==> src/rtl/home_pkg.sv <==
// -----------------------------------------------------------------------------
// home_pkg
// Shared types for the keypad passcode sequencer.
//   seq_state_t : sequencer FSM states (IDLE, ENTRY, EVAL, LOCK)
//   digit_t     : one 4-bit keypad / stored-code digit
//   idx_t       : 2-bit digit index into the stored code
//   digit_match : modulo-16 subtract-and-test-zero digit comparator
// -----------------------------------------------------------------------------
package home_pkg;

   typedef enum logic [1:0] {
      ST_IDLE  = 2'd0,
      ST_ENTRY = 2'd1,
      ST_EVAL  = 2'd2,
      ST_LOCK  = 2'd3
   } seq_state_t;

   typedef logic [3:0] digit_t;
   typedef logic [1:0] idx_t;

   // Width of the lockout down-counter.
   localparam int LOCK_CNT_W = 16;

   // Match when (a - b) mod 16 is zero; the carry out is dropped on purpose.
   function automatic logic digit_match(input digit_t a, input digit_t b);
      digit_t w_diff;
      w_diff = a + ~b + 4'd1;
      return (w_diff == 4'd0);
   endfunction

endpackage

==> src/rtl/pass_lock_timer.sv <==
// -----------------------------------------------------------------------------
// pass_lock_timer
// Lockout down-counter. Loading sets the count; it then decrements to zero.
// expired is high during the last counted cycle, i.e. the cycle whose clock
// edge takes the count from 1 to 0.
// Ports:
//   clk     : clock, rising edge
//   reset   : synchronous, active-high; clears the count
//   load    : load cycles into the counter on the next edge
//   cycles  : lockout length in clk cycles
//   expired : count is 1 and about to reach 0
// -----------------------------------------------------------------------------
module pass_lock_timer
   import home_pkg::*;
#(
   parameter int W = LOCK_CNT_W
) (
   input  logic         clk,
   input  logic         reset,
   input  logic         load,
   input  logic [W-1:0] cycles,
   output logic         expired
);

   logic [W-1:0] r_cnt;

   always_ff @(posedge clk) begin
      if (reset) begin
         r_cnt <= '0;
      end else if (load) begin
         r_cnt <= cycles;
      end else if (r_cnt != '0) begin
         r_cnt <= r_cnt - 1'b1;
      end
   end

   assign expired = (r_cnt == W'(1));

endmodule

==> src/rtl/pass_sequencer.sv <==
// -----------------------------------------------------------------------------
// pass_sequencer
// Keypad passcode checker. Digits are accepted with a valid/ready handshake
// and compared one at a time against a stored code read from an external
// combinational ROM. A correct code pulses grant, a wrong one pulses fail;
// MAX_TRIES consecutive failures lock the keypad out for LOCK_CYCLES cycles.
//
// Handshake: a digit transfers on a rising edge where key_valid and key_ready
// are both 1 and abort is 0; key_valid may be held or dropped freely otherwise.
//
// Optional feature: define PASS_SEQ_TIMEOUT_EN to fail an entry that sits in
// ENTRY for TIMEOUT_CYCLES cycles without a handshake.
//
// Ports:
//   clk, reset           : clock; synchronous active-high reset
//   key_valid, key_data  : offered digit
//   key_ready            : digit can be accepted this cycle
//   abort                : discard the partial entry (IDLE/ENTRY only)
//   rom_addr, rom_data   : stored-code index and its digit
//   grant, fail          : one-cycle result pulses
//   alarm                : high for the whole lockout
//   attempts             : consecutive failed entries
//   o_dbg_state          : current FSM state, for debug/checkers
// -----------------------------------------------------------------------------
module pass_sequencer
   import home_pkg::*;
#(
   parameter int CODE_LEN       = 4,
   parameter int MAX_TRIES      = 3,
   parameter int LOCK_CYCLES    = 16,
   parameter int TIMEOUT_CYCLES = 64
) (
   input  logic       clk,
   input  logic       reset,
   input  logic       key_valid,
   input  logic [3:0] key_data,
   output logic       key_ready,
   input  logic       abort,
   output logic [1:0] rom_addr,
   input  logic [3:0] rom_data,
   output logic       grant,
   output logic       fail,
   output logic       alarm,
   output logic [1:0] attempts,
   output logic [1:0] o_dbg_state
);

   // Elaboration-time parameter legality.
   if (CODE_LEN < 1 || CODE_LEN > 4)  begin : g_bad_code_len  $error("CODE_LEN out of range");  end
   if (MAX_TRIES < 1 || MAX_TRIES > 3) begin : g_bad_max_tries $error("MAX_TRIES out of range"); end
   if (LOCK_CYCLES < 1)                begin : g_bad_lock      $error("LOCK_CYCLES below 1");     end
   if (TIMEOUT_CYCLES < 1)             begin : g_bad_timeout   $error("TIMEOUT_CYCLES below 1");  end

   localparam idx_t LAST_IDX = idx_t'(CODE_LEN - 1);
   localparam idx_t MAX_ATT  = idx_t'(MAX_TRIES);

   seq_state_t r_state, w_state_nxt;
   idx_t       r_idx, w_idx_nxt;
   logic       r_mis, w_mis_nxt;
   idx_t       r_att, w_att_nxt;

   logic w_open, w_hs, w_match, w_load, w_expired, w_grant, w_fail;

   // Ready is withheld during reset so nothing is offered a handshake then.
   assign w_open    = (r_state == ST_IDLE) || (r_state == ST_ENTRY);
   assign key_ready = w_open && !reset;
   assign w_hs      = key_valid && key_ready && !abort;
   assign w_match   = digit_match(key_data, rom_data);

`ifdef PASS_SEQ_TIMEOUT_EN
   logic [15:0] r_to;
   logic        w_to_hit;

   // Counts ENTRY cycles with no handshake; restarts on every digit.
   always_ff @(posedge clk) begin
      if (reset || r_state != ST_ENTRY || w_hs || abort) begin
         r_to <= '0;
      end else begin
         r_to <= r_to + 16'd1;
      end
   end

   assign w_to_hit = (r_state == ST_ENTRY) && !w_hs && !abort &&
                     (r_to == 16'(TIMEOUT_CYCLES - 1));
`endif

   always_ff @(posedge clk) begin
      if (reset) begin
         r_state <= ST_IDLE;
         r_idx   <= '0;
         r_mis   <= 1'b0;
         r_att   <= '0;
      end else begin
         r_state <= w_state_nxt;
         r_idx   <= w_idx_nxt;
         r_mis   <= w_mis_nxt;
         r_att   <= w_att_nxt;
      end
   end

   always_comb begin
      w_state_nxt = r_state;
      w_idx_nxt   = r_idx;
      w_mis_nxt   = r_mis;
      w_att_nxt   = r_att;
      w_load      = 1'b0;
      w_grant     = 1'b0;
      w_fail      = 1'b0;
      case (r_state)
         ST_IDLE, ST_ENTRY: begin
            if (abort) begin
               w_state_nxt = ST_IDLE;
               w_idx_nxt   = '0;
               w_mis_nxt   = 1'b0;
            end else if (w_hs) begin
               // Sticky: one wrong digit spoils the whole entry.
               w_mis_nxt = r_mis || !w_match;
               if (r_idx == LAST_IDX) begin
                  w_state_nxt = ST_EVAL;
                  w_idx_nxt   = '0;
               end else begin
                  w_state_nxt = ST_ENTRY;
                  w_idx_nxt   = r_idx + 2'd1;
               end
            end
`ifdef PASS_SEQ_TIMEOUT_EN
            else if (w_to_hit) begin
               w_state_nxt = ST_EVAL;
               w_idx_nxt   = '0;
               w_mis_nxt   = 1'b1;
            end
`endif
         end
         ST_EVAL: begin
            w_state_nxt = ST_IDLE;
            w_idx_nxt   = '0;
            w_mis_nxt   = 1'b0;
            if (!r_mis) begin
               w_grant   = 1'b1;
               w_att_nxt = '0;
            end else begin
               w_fail = 1'b1;
               // Saturate at MAX_TRIES and lock out instead of wrapping.
               if (r_att >= MAX_ATT - 2'd1) begin
                  w_att_nxt   = MAX_ATT;
                  w_state_nxt = ST_LOCK;
                  w_load      = 1'b1;
               end else begin
                  w_att_nxt = r_att + 2'd1;
               end
            end
         end
         ST_LOCK: begin
            if (w_expired) begin
               w_state_nxt = ST_IDLE;
               w_att_nxt   = '0;
            end
         end
         default: begin
            w_state_nxt = ST_IDLE;
         end
      endcase
   end

   pass_lock_timer #(.W(LOCK_CNT_W)) u_lock_timer (
      .clk     (clk),
      .reset   (reset),
      .load    (w_load),
      .cycles  (LOCK_CNT_W'(LOCK_CYCLES)),
      .expired (w_expired)
   );

   // Outputs are masked by reset so an abandoned EVAL or LOCK shows nothing.
   assign grant       = w_grant && !reset;
   assign fail        = w_fail && !reset;
   assign alarm       = (r_state == ST_LOCK) && !reset;
   assign rom_addr    = r_idx;
   assign attempts    = r_att;
   assign o_dbg_state = r_state;

endmodule

==> config.mk <==
export PLATFORM = sky130hd
export DESIGN_NAME = pass_sequencer
export DESIGN_NICKNAME = d
export VERILOG_FILES = /design/src/rtl/home_pkg.sv /design/src/rtl/pass_lock_timer.sv /design/src/rtl/pass_sequencer.sv
export SDC_FILE = /design/constraint.sdc
export NUM_CORES = 1
export LEC_CHECK = 0
export ABC_AREA = 1
export CORE_ASPECT_RATIO = 1.75
export CORE_MARGIN = 5
export CORE_UTILIZATION = 57
export DETAILED_ROUTE_END_ITERATION = 7
export PLACE_DENSITY = 0.84
export SLEW_MARGIN = 25
export SYNTH_ARGS = -nofsm -noshare
export SYNTH_HDL_FRONTEND = slang
export SYNTH_SLANG_ARGS = --single-unit
==> constraint.sdc <==
create_clock -name clk -period 3.33 [get_ports clk]
set_clock_uncertainty 0.1 [all_clocks]
set_input_delay 0.666 -clock clk [delete_from_list [all_inputs] [get_ports clk]]
set_output_delay 0.666 -clock clk [all_outputs]
set_load 0.02 [all_outputs]
After elaboration in Yosys (flattened, before gate mapping)
Cells that the tools add are included.
W data, S select, Z words.

word-level totals
  register bits = 23
  logic and storage cells = 68
  output and inout bits = 10
  input port bits = 12

cells by class
  equal/unequal tests = 7
  reductions and logical operators = 22
  multiplexer cells = 26
  add/subtract/negate cells = 5
  bitwise operators = 1
  $lt $le $gt $ge = 1

operators with widths
  operator                 number
  $mux W2                  11
  $eq A16 B1 Y1 const B    1
  $reduce_bool A16 Y1      1
  $sub A16 B1 Y16 const B  1
  $mux W5                  2
  $mux W1                  9
  $pmux W2 S2              2
  $eq A2 B2 Y1 const B     3
  $logic_and A1 B1 Y1      6
  $pmux W2 S3              1
  $reduce_and A2 Y1        3
  $reduce_bool A2 Y1       3
  $add A2 B1 Y2 const B    2
  $add A4 B1 Y4 const B    1
  $add A4 B4 Y4            1
  $logic_not A4 Y1         1
  $not A4 Y4               1
  $reduce_or A2 Y1         2
  $logic_not A1 Y1         3
  $ne A3 B3 Y1 const B     1
  $eq A2 B1 Y1 const B     1
  $ge A2 B2 Y1 const B     1
  $logic_not A2 Y1         1
  $logic_or A1 B1 Y1       2
  2 further kinds          2

Longest topological paths before layout
Gate-level depths: netlist (run 1).

  word-level depth = 9
  depth in mapped cells = 10
  depth with buffers taken out = 10

Modules after synthesis
From an unflattened synthesis (run 1), not the netlist that was laid out.

second synthesis, totals
  cells, all modules = 268
  area total of the unflattened synthesis = 1,725.4 um^2

by module, submodules not included
  module           seq. area each (um^2)  instances  cells each  area each (um^2)
  pass_lock_timer  320.3                  1          179         1,142.3
  pass_sequencer   140.1                  1          89          583.1

Worst setup path before layout (run 1)
Ideal clock, no wire load.

  kind = input port to output port
  start point = in reset
  end point = out fail
  buffers on the path = 1
  arrival time = 1.275 ns
  data required time = 2.564 ns
  path slack = 1.289 ns
  stages = 2
  path through = buf_6 -> nor3_1

on the way
  cells in the longest elaborated chain, start to end = 2

ends and longest elaborated chain
  element              RTL line               text
  start, declared      pass_sequencer.sv:34   input logic reset,
  $logic_not A1 Y1     pass_sequencer.sv:175  assign fail = w_fail && !reset;
  $logic_and A1 B1 Y1  pass_sequencer.sv:175
  end, declared        pass_sequencer.sv:42   output logic fail,

Every way passes these cells.

Worst setup path after layout (run 1)
  start point = in reset
  end point = out grant

on the way
  cells in the longest elaborated chain, start to end = 2

ends and longest elaborated chain
  element              RTL line               text
  $logic_not A1 Y1     pass_sequencer.sv:174  assign grant = w_grant && !reset;
  $logic_and A1 B1 Y1  pass_sequencer.sv:174
  end, declared        pass_sequencer.sv:41   output logic grant,

Every way passes these cells.

==> out/summary.txt, run 1 <==
Result of the run = finished clean
Internal portion of total power = 0.000700 W
DP Wirelength = 2580 um
Number of gates given a new drive strength after cts = 0
Post-Layout Cell Count = 269
Worst Hold Class = flop to flop
Clk pin slew, worst setup/hold paths = 80 ps
CTS tree = done
# clock sinks = 23
Deepest level of the CTS H-tree = 1
Post-synth net total = 240
Worst setup path endpoint = grant
Gate count after technology mapping = 221
Cell count after placement = 265
Share of total power consumed by net switching = 45.3%
Critical path launch point = reset
Hold Buf Count CTS = 0
DR vias/cell = 5.25
Clock latency on the worst-skew pair = 260 ps
Setup repair after global routing missed its margin = no
Initial antenna violation count = 0
Number of buffers created by CTS = 3
Period utilization = 85.6%
Critical setup path kind = input port to output port
Number of port buffers = 21
Top-level I/O count = 22
Post-synth design cell area = 1450 sq um
Final hold viol count = 0
Global-route wire length before repair = 5620 um
Synth warnings = 0
Wire length after detailed routing = 3160 um
Final net count = 263
Number of detailed-routing iterations run before antenna repair = 5
Total number of vias = 1413
Average cell area after synthesis = 6.55 sq um
Max VDD drop = 340 uV
Data required time of the critical path = 2560 ps
Number of DRC markers in iteration 0 = 13
Slew at the pin closest to its max-slew limit = 498 ps
Share of total power in sequential cells = 32.2%
Total of endpoints with negative setup slack in the final report = 0
Combinational Power Share = 54.4%
Setup TNS = 0 ps
Worst hold path depth = 2
Distinct cell type count after synthesis = 26
Cell occurring most often along the worst timing path = clkdlybuf4s50_1
Maximum clock path buffer count = 2
Slew Limit Fails = 0
Post-synthesis sequential element count = 23
Final worst slack = 478 ps
Signal arrival time at the worst endpoint = 2090 ps
GRT Resource Usage Total = 20.0%
Floorplan core area = 2460 sq um
Slowest cell delay on critical path = 630 ps
DRC violations left = 0
Minimum clock period = 2850 ps
Sw Pwr = 0.000578 W
Width of the die = 48.1 um
Number of diodes added for antenna fixing = 0
Sum of overflow across all layers after global routing = 0
Vias in the first global route = 1422
Syn-to-layout area delta = 17.8%
FMAX = 0.351 GHz
Placer's final routability congestion estimate = 0.834
Worst slew margin relative to its limit = 66.7%
Pwr Density = 749 nW/um^2
Worst R2R End = u_lock_timer.r_cnt[12]
Placement Rows = 24
Relative contribution of the clock network to total power = 13.4%
Path depth of the worst reg2reg path = 7
Portion of the post-synthesis area used by sequential elements = 31.8%
Flop2flop setup slack = 1690 ps
Detail Route Antenna Nets = 0
Max_cap viols = 0
List of cells traversed by the critical path = clkdlybuf4s50_1 -> nor3_1 -> clkdlybuf4s50_1
Area enclosed by the die boundary = 3690 sq um
Post-CTS Setup Bufs = 0
CP max FO = 8
Die height = 76.7 um
Worst slack, placed = 471 ps
Maximum number of pins on one net before global-route repair = 15
Critical Path Start Type = input port
Reported leakage power = 0.829 nW
Beginning of the worst register-to-register path = o_dbg_state[1]
Initial Utilization = 58.8%
Detail-routed net length per standard cell = 11.8 um
Share of layout cells above drive strength 1 = 8.64%
Endpoint class of the critical path = output port
Clock Root Buffer = clkbuf_8
Worst-path cell with the longest stage delay = clkdlybuf4s50_1
sequential cells by signal (all words and copies together), names as in the netlist:
register / flops
u_lock_timer.r_cnt: 16
attempts: 2
o_dbg_state: 2
rom_addr: 2
r_mis: 1
logic make-up after synthesis:
logic type / synth area share [%]
compound gates: 7.17
flops: 31.8
buf+inv: 8.82
fa+ha+maj: 6.05
simple gates: 38.9
xor+xnor: 7.26
critical path, delay by kind of cell:
| kind | cells | cell delay [ps] |
|---|---|---|
| simple gates | 1 | 230 |
| buf+inv | 2 | 1190 |
layer usage:
metal  track usage, %  share of wire, %  vias up
met1             20.4                38      652
met4             7.82               2.0        0
met2             37.1                58       24
li1                 -                 -      731
met5                0                 0        -
met3             2.11               1.9        6
per-stage QoR:
stage | utilization, % | power, W | cell area (sq um) | hold WS, ps
6_report | 69.3 | 0.00128 | 1710 | 420
5_1_grt | 69.3 | 0.00141 | 1710 | 481
4_1_cts | 69.3 | 0.00129 | 1710 | 424
3_5_place_dp | 67.4 | 0.00111 | 1660 | 412
3_3_place_gp | 67.4 | 0.00109 | 1660 | 418
2_1_floorplan | - | 0.000981 | 1450 | 395
synthesized netlist by cell type:
| master | number | area [sq um] |
|---|---|---|
| nand2_1 | 61 | 229 |
| nor2_1 | 44 | 165 |
| inv_1 | 25 | 93.8 |
| dfxtp_1 | 23 | 460 |
| nor2_2 | 8 | 50.1 |
| ha_1 | 7 | 87.6 |
| nand3_1 | 7 | 35.0 |
| a21oi_1 | 6 | 30.0 |
| o21ai_0 | 6 | 30.0 |
| xnor2_1 | 6 | 52.6 |
| xor2_1 | 6 | 52.6 |
| nand2_2 | 3 | 18.8 |
| nor3_1 | 3 | 15.0 |
| buf_6 | 2 | 22.5 |
| nand3_2 | 2 | 20.0 |
| or2_2 | 2 | 12.5 |
| a21oi_2 | 1 | 8.76 |
| a31oi_1 | 1 | 6.26 |
| buf_4 | 1 | 7.51 |
| inv_2 | 1 | 3.75 |
| nand4_1 | 1 | 6.26 |
| nor2_4 | 1 | 11.3 |
| o211ai_1 | 1 | 7.51 |
| o21ai_1 | 1 | 5.00 |
| o21bai_1 | 1 | 7.51 |
| o31a_1 | 1 | 8.76 |
cell usage in the layout, fill, tap and decap left out:
master,instances
nand2_1,61
nor2_1,44
inv_1,25
dfxtp_1,23
clkdlybuf4s50_1,21
nor2_2,8
nand3_1,7
ha_1,7
a21oi_1,6
o21ai_0,6
xnor2_1,6
xor2_1,6
nor3_1,3
nand2_2,3
clkbuf_8,3
or2_2,2
nand3_2,2
inv_2,1
o21bai_1,1
nor2_4,1
a21oi_2,1
o31a_1,1
a31oi_1,1
o211ai_1,1
o21ai_1,1
nand4_1,1
clkbuf_1,1
power by group through the flow:
stage          Combinational (W)  Clock [W]  Sequential (W)
2_1_floorplan           0.000577          0        0.000404
4_1_cts                 0.000699   0.000176        0.000411
3_5_place_dp            0.000691          0        0.000417
6_report                0.000696   0.000171        0.000411
5_1_grt                 0.000801   0.000186        0.000422
3_3_place_gp            0.000677          0        0.000415
area by class of cell:
cell class,instances,area (sq um)
clock buffers,4,45.0
fillers,233,757
inverters,26,97.6
multi-input cells,169,860
flip-flops and latches,23,460
well taps,26,32.5
repair buffers,21,210
worst min-delay path by stage:
stage / slack [ps] / endpoint / from
2_1_floorplan: 400 / r_mis / r_mis
3_3_place_gp: 420 / attempts[0] / attempts[0]
3_5_place_dp: 410 / attempts[0] / attempts[0]
4_1_cts: 420 / attempts[0] / attempts[0]
5_1_grt: 480 / u_lock_timer.r_cnt[15] / u_lock_timer.r_cnt[15]
6_report: 420 / attempts[0] / attempts[0]
No activity file was read; power rests on OpenSTA's default activity.
==> run 2: changes to the inputs <==
--- a/config.mk
+++ b/config.mk
@@ -11,7 +11,6 @@
 export CORE_UTILIZATION = 57
 export DETAILED_ROUTE_END_ITERATION = 7
 export PLACE_DENSITY = 0.84
-export SLEW_MARGIN = 25
 export SYNTH_ARGS = -nofsm -noshare
 export SYNTH_HDL_FRONTEND = slang
 export SYNTH_SLANG_ARGS = --single-unit
==> results of run 2 <==
Final layout, timing and power as in run 1 (identical DEF).
==> run 3: changes to the inputs <==
==> constraint.sdc (replaced) <==
create_clock -name clk -period 3.5 [get_ports clk]
set_clock_uncertainty 0.1 [all_clocks]
set_input_delay 0.7 -clock clk [delete_from_list [all_inputs] [get_ports clk]]
set_output_delay 0.7 -clock clk [all_outputs]
set_load 0.02 [all_outputs]
==> run 3 against run 2 <==
Against the previous run:
- first-iteration DRC count did not move
- global-route usage decreased by 0.67 points
- setup slack better by 100 ps
- power fell by 4.7%
- flip-flop and latch count did not move
- largest power group unchanged
- sequential share of layout area is the same
- combinational power shrank 5.0%
- utilization unchanged
- cell area unchanged
- count of clock-buffer cells in the layout did not move
- die area is the same
==> out/summary.txt, run 3 (synthesized netlist as in run 1, its figures left out) <==
FMAX = 0.343 GHz
Number of detailed-routing iterations run before antenna repair = 4 (-1)
Detail-routed net length per standard cell = 11.5 um (-2.0%)
DRC violations left = 0 (unchanged)
Max VDD drop = 312 uV (-8.2%)
Number of gates given a new drive strength after cts = 0 (unchanged)
Initial Utilization = 58.8% (unchanged)
Max_cap viols = 0 (unchanged)
Maximum number of pins on one net before global-route repair = 15 (unchanged)
Commonest non-fill, non-tap cells in the layout = nand2_1, nor2_1, inv_1, dfxtp_1, clkdlybuf4s50_1
CP max FO = 8 (unchanged)
Hold Buf Count CTS = 0 (unchanged)
DR vias/cell = 5.14 (-2.1%)
Critical Path Start Type = input port
Final hold viol count = 0 (unchanged)
Slew Limit Fails = 0 (unchanged)
DP Wirelength = 2480 um (-3.7%)
Largest register by flop count = u_lock_timer.r_cnt
Final core utilization = 69.3% (unchanged)
Total number of vias = 1383 (-2.1%)
Period utilization = 83.4%
Reported leakage power = 0.829 nW (unchanged)
Result of the run = finished clean
Slew at the pin closest to its max-slew limit = 487 ps (-10.5 ps)
Number of DRC markers in iteration 0 = 13 (unchanged)
Critical setup path kind = input port to output port
Setup TNS = 0 ps (unchanged)
Most common cell after layout, fill and taps aside = nand2_1
Worst Hold Class = flop to flop
Area enclosed by the die boundary = 3690 sq um (unchanged)
Total of endpoints with negative setup slack in the final report = 0 (unchanged)
Placement Rows = 24 (unchanged)
Die height = 76.7 um (unchanged)
Placer's final routability congestion estimate = 0.833 (-0.20%)
Share of layout cells above drive strength 1 = 8.64% (unchanged)
Number of port buffers = 21 (unchanged)
Final net count = 263 (unchanged)
Signal arrival time at the worst endpoint = 2120 ps (+30 ps)
Clock Root Buffer = clkbuf_8
Clk pin slew, worst setup/hold paths = 80 ps (about the same)
Deepest level of the CTS H-tree = 1 (unchanged)
Sum of overflow across all layers after global routing = 0 (unchanged)
Largest register FFs = 16 (unchanged)
Top-level I/O count = 22 (unchanged)
Minimum clock period = 2920 ps
Worst slew margin relative to its limit = 67.4% (+0.70 points)
Syn-to-layout area delta = 17.8% (unchanged)
CTS tree = done
Wire length after detailed routing = 3100 um (-2.0%)
Data required time of the critical path = 2700 ps (+140 ps)
Initial antenna violation count = 0 (unchanged)
Worst hold path depth = 2 (unchanged)
Pwr Density = 714 nW/um^2 (-4.7%)
Endpoint class of the critical path = output port
Number of diodes added for antenna fixing = 0 (unchanged)
Vias in the first global route = 1360 (-4.4%)
# clock sinks = 23 (unchanged)
Floorplan core area = 2460 sq um (unchanged)
Clock latency on the worst-skew pair = 260 ps (about the same)
Width of the die = 48.1 um (unchanged)
Maximum clock path buffer count = 2 (unchanged)
Global-route wire length before repair = 5400 um (-3.8%)
Setup repair after global routing missed its margin = no
Detail Route Antenna Nets = 0 (unchanged)
Number of buffers created by CTS = 3 (unchanged)
Path depth of the worst reg2reg path = 7 (unchanged)
Post-CTS Setup Bufs = 0 (unchanged)
GRT Resource Usage Total = 19.3% (-0.67 points)
-- run 3: cell counts in the layout (fill, tap and decap cells not counted) --
No cell type changed its count.
-- run 3: cell type report --
cell class	count	area [sq um]
repair buffers	21	210
multi-input cells	169	860
fillers	229	757
clock buffers	4	45.0
flip-flops and latches	23	460
well taps	26	32.5
inverters	26	97.6
-- run 3: metrics by stage --
stage	cell area (sq um)	hold WS (ps)	instances	worst slack, ps	total power, W
finish	1710	427	269	581	0.00122
global route	1710	474	269	471	0.00134
CTS	1710	423	269	572	0.00122
detailed placement	1660	411	265	568	0.00105
global placement	1660	418	265	605	0.00104
floorplan	1450	395	221	1390	0.000933
-- run 3: path summary, 6_finish.rpt --
check | end | from | slack [ps]
worst max-delay path | fail | reset | 580
worst min-delay path | attempts[0] | attempts[0] | 430
worst max register to register | u_lock_timer.r_cnt[1] | o_dbg_state[1] | 1890
worst min register to register | attempts[0] | attempts[0] | 430
-- run 3: layer usage --
layer / up-vias / track usage (%) / routed length, um
met3: 13 / 1.87 / 79
met2: 32 / 34.7 / 1710
met5: - / 0 / 0
met4: 0 / 9.70 / 122
li1: 724 / - / -
met1: 614 / 19.9 / 1190
-- run 3: power breakdown --
group	switching [W]	internal (W)	total, W	leakage [nW]
clock	0.0000845	0.0000813	0.000166	0.0228
sequential	0.0000624	0.000328	0.000391	0.189
combinational	0.000405	0.000255	0.000661	0.617
-- run 3: critical path, stage by stage --
cell and delay (ps):
clkdlybuf4s50_1 560, nor3_1 230, clkdlybuf4s50_1 630
==> patch 1 (flow settings as in run 2) <==
Put a register stage on the output `alarm`, without a reset. The value now appears one clock later. The other outputs are not delayed to match.
--- a/src/rtl/pass_sequencer.sv
+++ b/src/rtl/pass_sequencer.sv
@@ -173,7 +173,9 @@
    // Outputs are masked by reset so an abandoned EVAL or LOCK shows nothing.
    assign grant       = w_grant && !reset;
    assign fail        = w_fail && !reset;
-   assign alarm       = (r_state == ST_LOCK) && !reset;
+   always_ff @(posedge clk) begin
+      alarm <= (r_state == ST_LOCK) && !reset;
+   end
    assign rom_addr    = r_idx;
    assign attempts    = r_att;
    assign o_dbg_state = r_state;
Formal check against the unedited RTL: no difference found for any inputs over 10 cycles, from zero or initial values and one cycle with reset high; that may be too few to reach the edited logic, so the function may still have changed.
==> patch 1 against run 2 <==
Final area increased by 3.7%. Fmax decreased by 1.6%. Via count increased by 3.3%. Sequential power decreased by 4.9%. Die area increased by 2.6%. Routed wire length increased by 0.19%. Sequential share of layout area increased by 0.18 points. Register-to-register slack improved by 0.03 ns. Synthesized cell count increased by 5.9%. Worst setup slack got worse by 0.046 ns. Sequential cell count increased by 1. Power decreased by 5.6%. Area after synthesis increased by 3.1%. Critical path depth unchanged.
==> patch 1: results (changes against run 2) <==
Power and ir drop
  – Max IR drop VDD: 0.000437 V (+28%)
  – Pleak: 0.864 nW (+4.2%)
  – Net Switching: 0.000532 W (-8.0%)

Routing
  – Starting DRT DRC Count: 43 (+30)
  – DRT Wirelength: 3170 um (+0.19%)
  – Vias: 1459 (+3.3%)
  – Drt pass-1 iters: 6 (+1)

Global routing
  – Total GRT Usage: 17.8% (-2.2 points)
  – Largest net degree at the start of global routing: 14 (-1)

Place
  – IO buf count: 21 (unchanged)
  – DP Area: 1710 um^2 (+3.2%)
  – DP HPWL: 2540 um (-1.6%)
  – Worst slack, placed: 0.452 ns (-0.0184 ns)

Logic synthesis
  – Synth top cells by count: nand2_1 (68), nor2_1 (38), inv_1 (27)
  – Synthesized area per cell: 6.38 um^2 (-2.6%)
  – Yosys warning count: 0 (unchanged)
  – Post-synthesis sequential area ratio: 32.2% (+0.38 points)
  – Syn_nets: 253 (+5.4%)
  – Largest cells by area after synthesis: dfxtp_1 (32%), nand2_1 (17%), nor2_1 (9.6%)
  – Synth unique cells: 20 (-23%)

Cells and area
  – Layout net count: 277 (+5.3%)
  – Layout cells sized above 1: 9.73% (+1.1 points)
  – Most flop-heavy register: u_lock_timer.r_cnt

Setup path
  – Critical R2R Launch: u_lock_timer.r_cnt[0]$_SDFFE_PP0P_
  – R2r endpoint: u_lock_timer.r_cnt[6]$_SDFFE_PP0P_
  – Worst path arrival time: 2.13 ns (+0.04 ns)
  – R2R setup slack: 1.72 ns (+0.03 ns)
  – R2R cell count: 6 (-1)

Min path
  – Worst Hold Launch: u_lock_timer.r_cnt[5]$_SDFFE_PP0P_
  – WHS Endpoint: u_lock_timer.r_cnt[5]$_SDFFE_PP0P_

Run status
  – Status: complete, no violations

CTS
  – Worst-Skew Late Latency: 0.27 ns

Timing
  – Worst-margin pin slew: 0.325 ns (-0.173 ns)
## patch 1: changes by cell type after synthesis, moves of 2 or more
cell	run 2	this run
inv_1	25	27
nand3_2	2	0
xnor2_1	6	0
nand2_1	61	68
nor2_4	1	3
nand3b_1	0	5
nand3_1	7	11
inv_2	1	4
nor2_1	44	38
a21oi_1	6	12
xor2_1	6	4
## patch 1: tightest hold or removal path: stages (launching register included)
cell and delay, ns:
dfxtp_1 0.33, nand2_1 0.07, a21oi_1 0.05
## patch 1: cells by family after synthesis
logic type | Yosys count | synth area share, %
AOI/OAI and AO/OA | 20 | 6.71
xor gates and xnor gates | 4 | 2.35
adders and majority gates | 7 | 5.87
buffers and inverters | 33 | 9.30
DFF | 24 | 32.2
and+or+nand+nor | 146 | 43.6
## patch 1: final cells by class
type	instances	area (um^2)
sequential	24	480
tap	26	32.5
fill	222	724
multi-input combinational	177	873
timing repair buffer	21	210
inverter	31	116
clock buffer	4	55.1
## patch 1: worst max path at each step
stage	slack (ns)	startpoint	end	depth (start not counted)
6_report	0.43	reset	grant	3
5_1_grt	0.38	reset	grant	3
4_1_cts	0.43	reset	grant	3
3_5_place_dp	0.45	reset	grant	3
3_3_place_gp	0.47	reset	grant	3
2_1_floorplan	1.29	reset	grant	2
## patch 1: per-stage QoR
step | hold WS, ns | total power (W)
2_1_floorplan | 0.363 | 0.000882
3_3_place_gp | 0.386 | 0.000996
3_5_place_dp | 0.394 | 0.00101
4_1_cts | 0.406 | 0.00121
5_1_grt | 0.438 | 0.00132
6_report | 0.397 | 0.00121
## patch 1: power by group through the flow
stage	Clock, W	Sequential, W	Combinational, W
6_report	0.000199	0.000391	0.000616
3_3_place_gp	0	0.000396	0.000600
3_5_place_dp	0	0.000398	0.000611
5_1_grt	0.000219	0.000398	0.000701
4_1_cts	0.000205	0.000391	0.000617
2_1_floorplan	0	0.000389	0.000493
## patch 1: per-layer routing
metal	track usage, %	part of all wire (%)	up-vias
met3	2.87	3.1	9
met1	15.3	39	651
met2	35.7	55	30
met5	0	0	-
met4	11.1	3.2	0
li1	-	-	769
==> patch 2 (flow settings as in run 2) <==
Made on the original files. Set the package constant `LOCK_CNT_W` to 32 (it was 16).
--- a/src/rtl/home_pkg.sv
+++ b/src/rtl/home_pkg.sv
@@ -19,7 +19,7 @@
    typedef logic [1:0] idx_t;
 
    // Width of the lockout down-counter.
-   localparam int LOCK_CNT_W = 16;
+   localparam int LOCK_CNT_W = 32;
 
    // Match when (a - b) mod 16 is zero; the carry out is dropped on purpose.
    function automatic logic digit_match(input digit_t a, input digit_t b);
Formal check against the unedited RTL: same outputs for any inputs over 10 cycles, from zero or initial values and one cycle with reset high; that may be too few to reach the edited logic, so the function may still have changed.
==> patch 2 against run 2 <==
Power grew to 2.6 times the old value. Area after synthesis rose by 68%. Sequential cell count up 16. Die area is 55% higher. Worst setup slack better by 0.024 ns. Final area rose by 65%. Non-clock buffer count up 1. Routed wire length up 91%. Highest routed layer unchanged.
==> patch 2: results (changes against run 2) <==
Run status
  – Status: complete, no violations

Place
  – IO buf count: 21 (unchanged)
  – Placer congestion estimate: 0.866 (+3.8%)
  – DP HPWL: 4650 um (+80%)

Global routing
  – Total GRT Usage: 23.7% (+3.7 points)
  – First-pass GRT wire length: 10500 um (+86%)
  – Largest net degree at the start of global routing: 27 (+12)

Min path
  – WHS Endpoint: r_mis$_SDFFE_PP0P_
  – Worst Hold Launch: r_mis$_SDFFE_PP0P_
  – WHS Path Cells: 2 (unchanged)

Logic synthesis
  – Post-synthesis sequential area ratio: 32.1% (+0.26 points)
  – Largest cells by area after synthesis: dfxtp_1 (32%), nand2_1 (20%), nor2_1 (15%)
  – Synth top cells by count: nand2_1 (127), nor2_1 (100), dfxtp_1 (39)
  – Synth unique cells: 25 (-3.8%)
  – Syn_nets: 416 (+73%)

Setup path
  – Critical Path Fanout Max: 7 (-1)
  – Worst path arrival time: 2.06 ns (-0.03 ns)
  – R2R setup slack: 1.27 ns (-0.42 ns)
  – R2r endpoint: u_lock_timer.r_cnt[29]$_SDFFE_PP0P_
  – R2R cell count: 8 (+1)
  – Critical path origin: reset

CTS
  – Post-CTS Resized: 0 (unchanged)
  – H-tree depth: 2 (+1)
  – CTS buffer count: 5 (+2)
  – Worst-Skew Late Latency: 0.30 ns (+0.04 ns)

Routing
  – Metal1 wirelength: 2150 um (+77%)
  – Starting DRT DRC Count: 65 (+52)
  – DRT Wirelength: 6030 um (+91%)
  – Drt pass-1 iters: 4 (-1)
  – Met3 wire length: 222 um (+260%)
  – Vias: 2491 (+76%)
  – Top sig layer: met4
  – WL met2: 3240 um (+77%)

Cells and area
  – Fill cells: 368 (+58%)
  – Number of diodes: 0 (unchanged)
  – Layout net count: 440 (+67%)
  – Max reg flops: 32 (+16)
  – Layout cells sized above 1: 6.15% (-2.5 points)

Power and ir drop
  – Max IR drop VDD: 0.000592 V (+74%)
  – Pleak: 1.38 nW (+67%)

Timing
  – Slew HR: 60.1% (-6.7 points)
-- patch 2: cell types whose count changed after synthesis, sizes merged, moves of 2 or more --
cell    delta
xnor2      +4
a211oi     +2
inv       +16
o21ai      +8
a21oi      +2
dfxtp     +16
nor3       +3
nand4      +7
nand3      +4
xor2       -3
nand2     +67
buf        +2
nor2      +55
-- patch 2: layout make-up --
type / instances / share of cell area [%]
Timing Repair Buffer: 22 / 7.76
Sequential cell: 39 / 27.8
Inverter: 42 / 5.71
Multi-Input combinational cell: 312 / 51.8
Clock inverter: 2 / 2.14
Tap cell: 49 / 2.18
Clock buffer: 6 / 2.59
-- patch 2: per-stage QoR --
step | hold WS, ns | instances | utilization (%) | worst slack [ns] | area (um^2)
final | 0.403 | 472 | 67.6 | 0.502 | 2810
after global placement | 0.387 | 464 | 64.4 | 0.523 | 2670
after floorplan | 0.349 | 398 | - | 1.33 | 2430
after CTS | 0.402 | 472 | 67.6 | 0.494 | 2810
after detailed placement | 0.385 | 464 | 64.4 | 0.514 | 2670
after global routing | 0.432 | 472 | 67.6 | 0.428 | 2810
-- patch 2: worst max-delay path, cell delays in order --
cell and delay (ns):
clkdlybuf4s50_1 0.53, nor3_1 0.23, clkdlybuf4s50_1 0.63
-- patch 2: power by group --
group	total, W	internal (W)	leakage [nW]	switching (W)
combinational	0.00206	0.000669	0.996	0.00139
sequential	0.000781	0.000614	0.319	0.000167
clock	0.000470	0.000300	0.0654	0.000170
-- patch 2: layer usage --
| layer | global-route usage (%) | vias to the layer above |
|---|---|---|
| met5 | 0 | - |
| met3 | 4.79 | 36 |
| li1 | - | 1274 |
| met2 | 45.2 | 76 |
| met1 | 21.3 | 1105 |
| met4 | 15.9 | 0 |
-- patch 2: kinds of logic (layout without fill, tap and decap cells) --
logic type                 count (synthesis)  after routing  synth area share (%)
adders and majority gates                  6              6                  3.08
buffers and inverters                     47             72                  8.22
and+or+nand+nor                          267            267                  46.2
AOI/OAI and AO/OA                         26             26                  5.70
xor gates and xnor gates                  13             13                  4.68
DFF                                       39             39                  32.1
-- patch 2: worst max path at each step --
stage | slack, ns | endpoint
finish | 0.50 | grant
global route | 0.43 | grant
CTS | 0.49 | grant
floorplan | 1.33 | fail
global placement | 0.52 | grant
detailed placement | 0.51 | grant
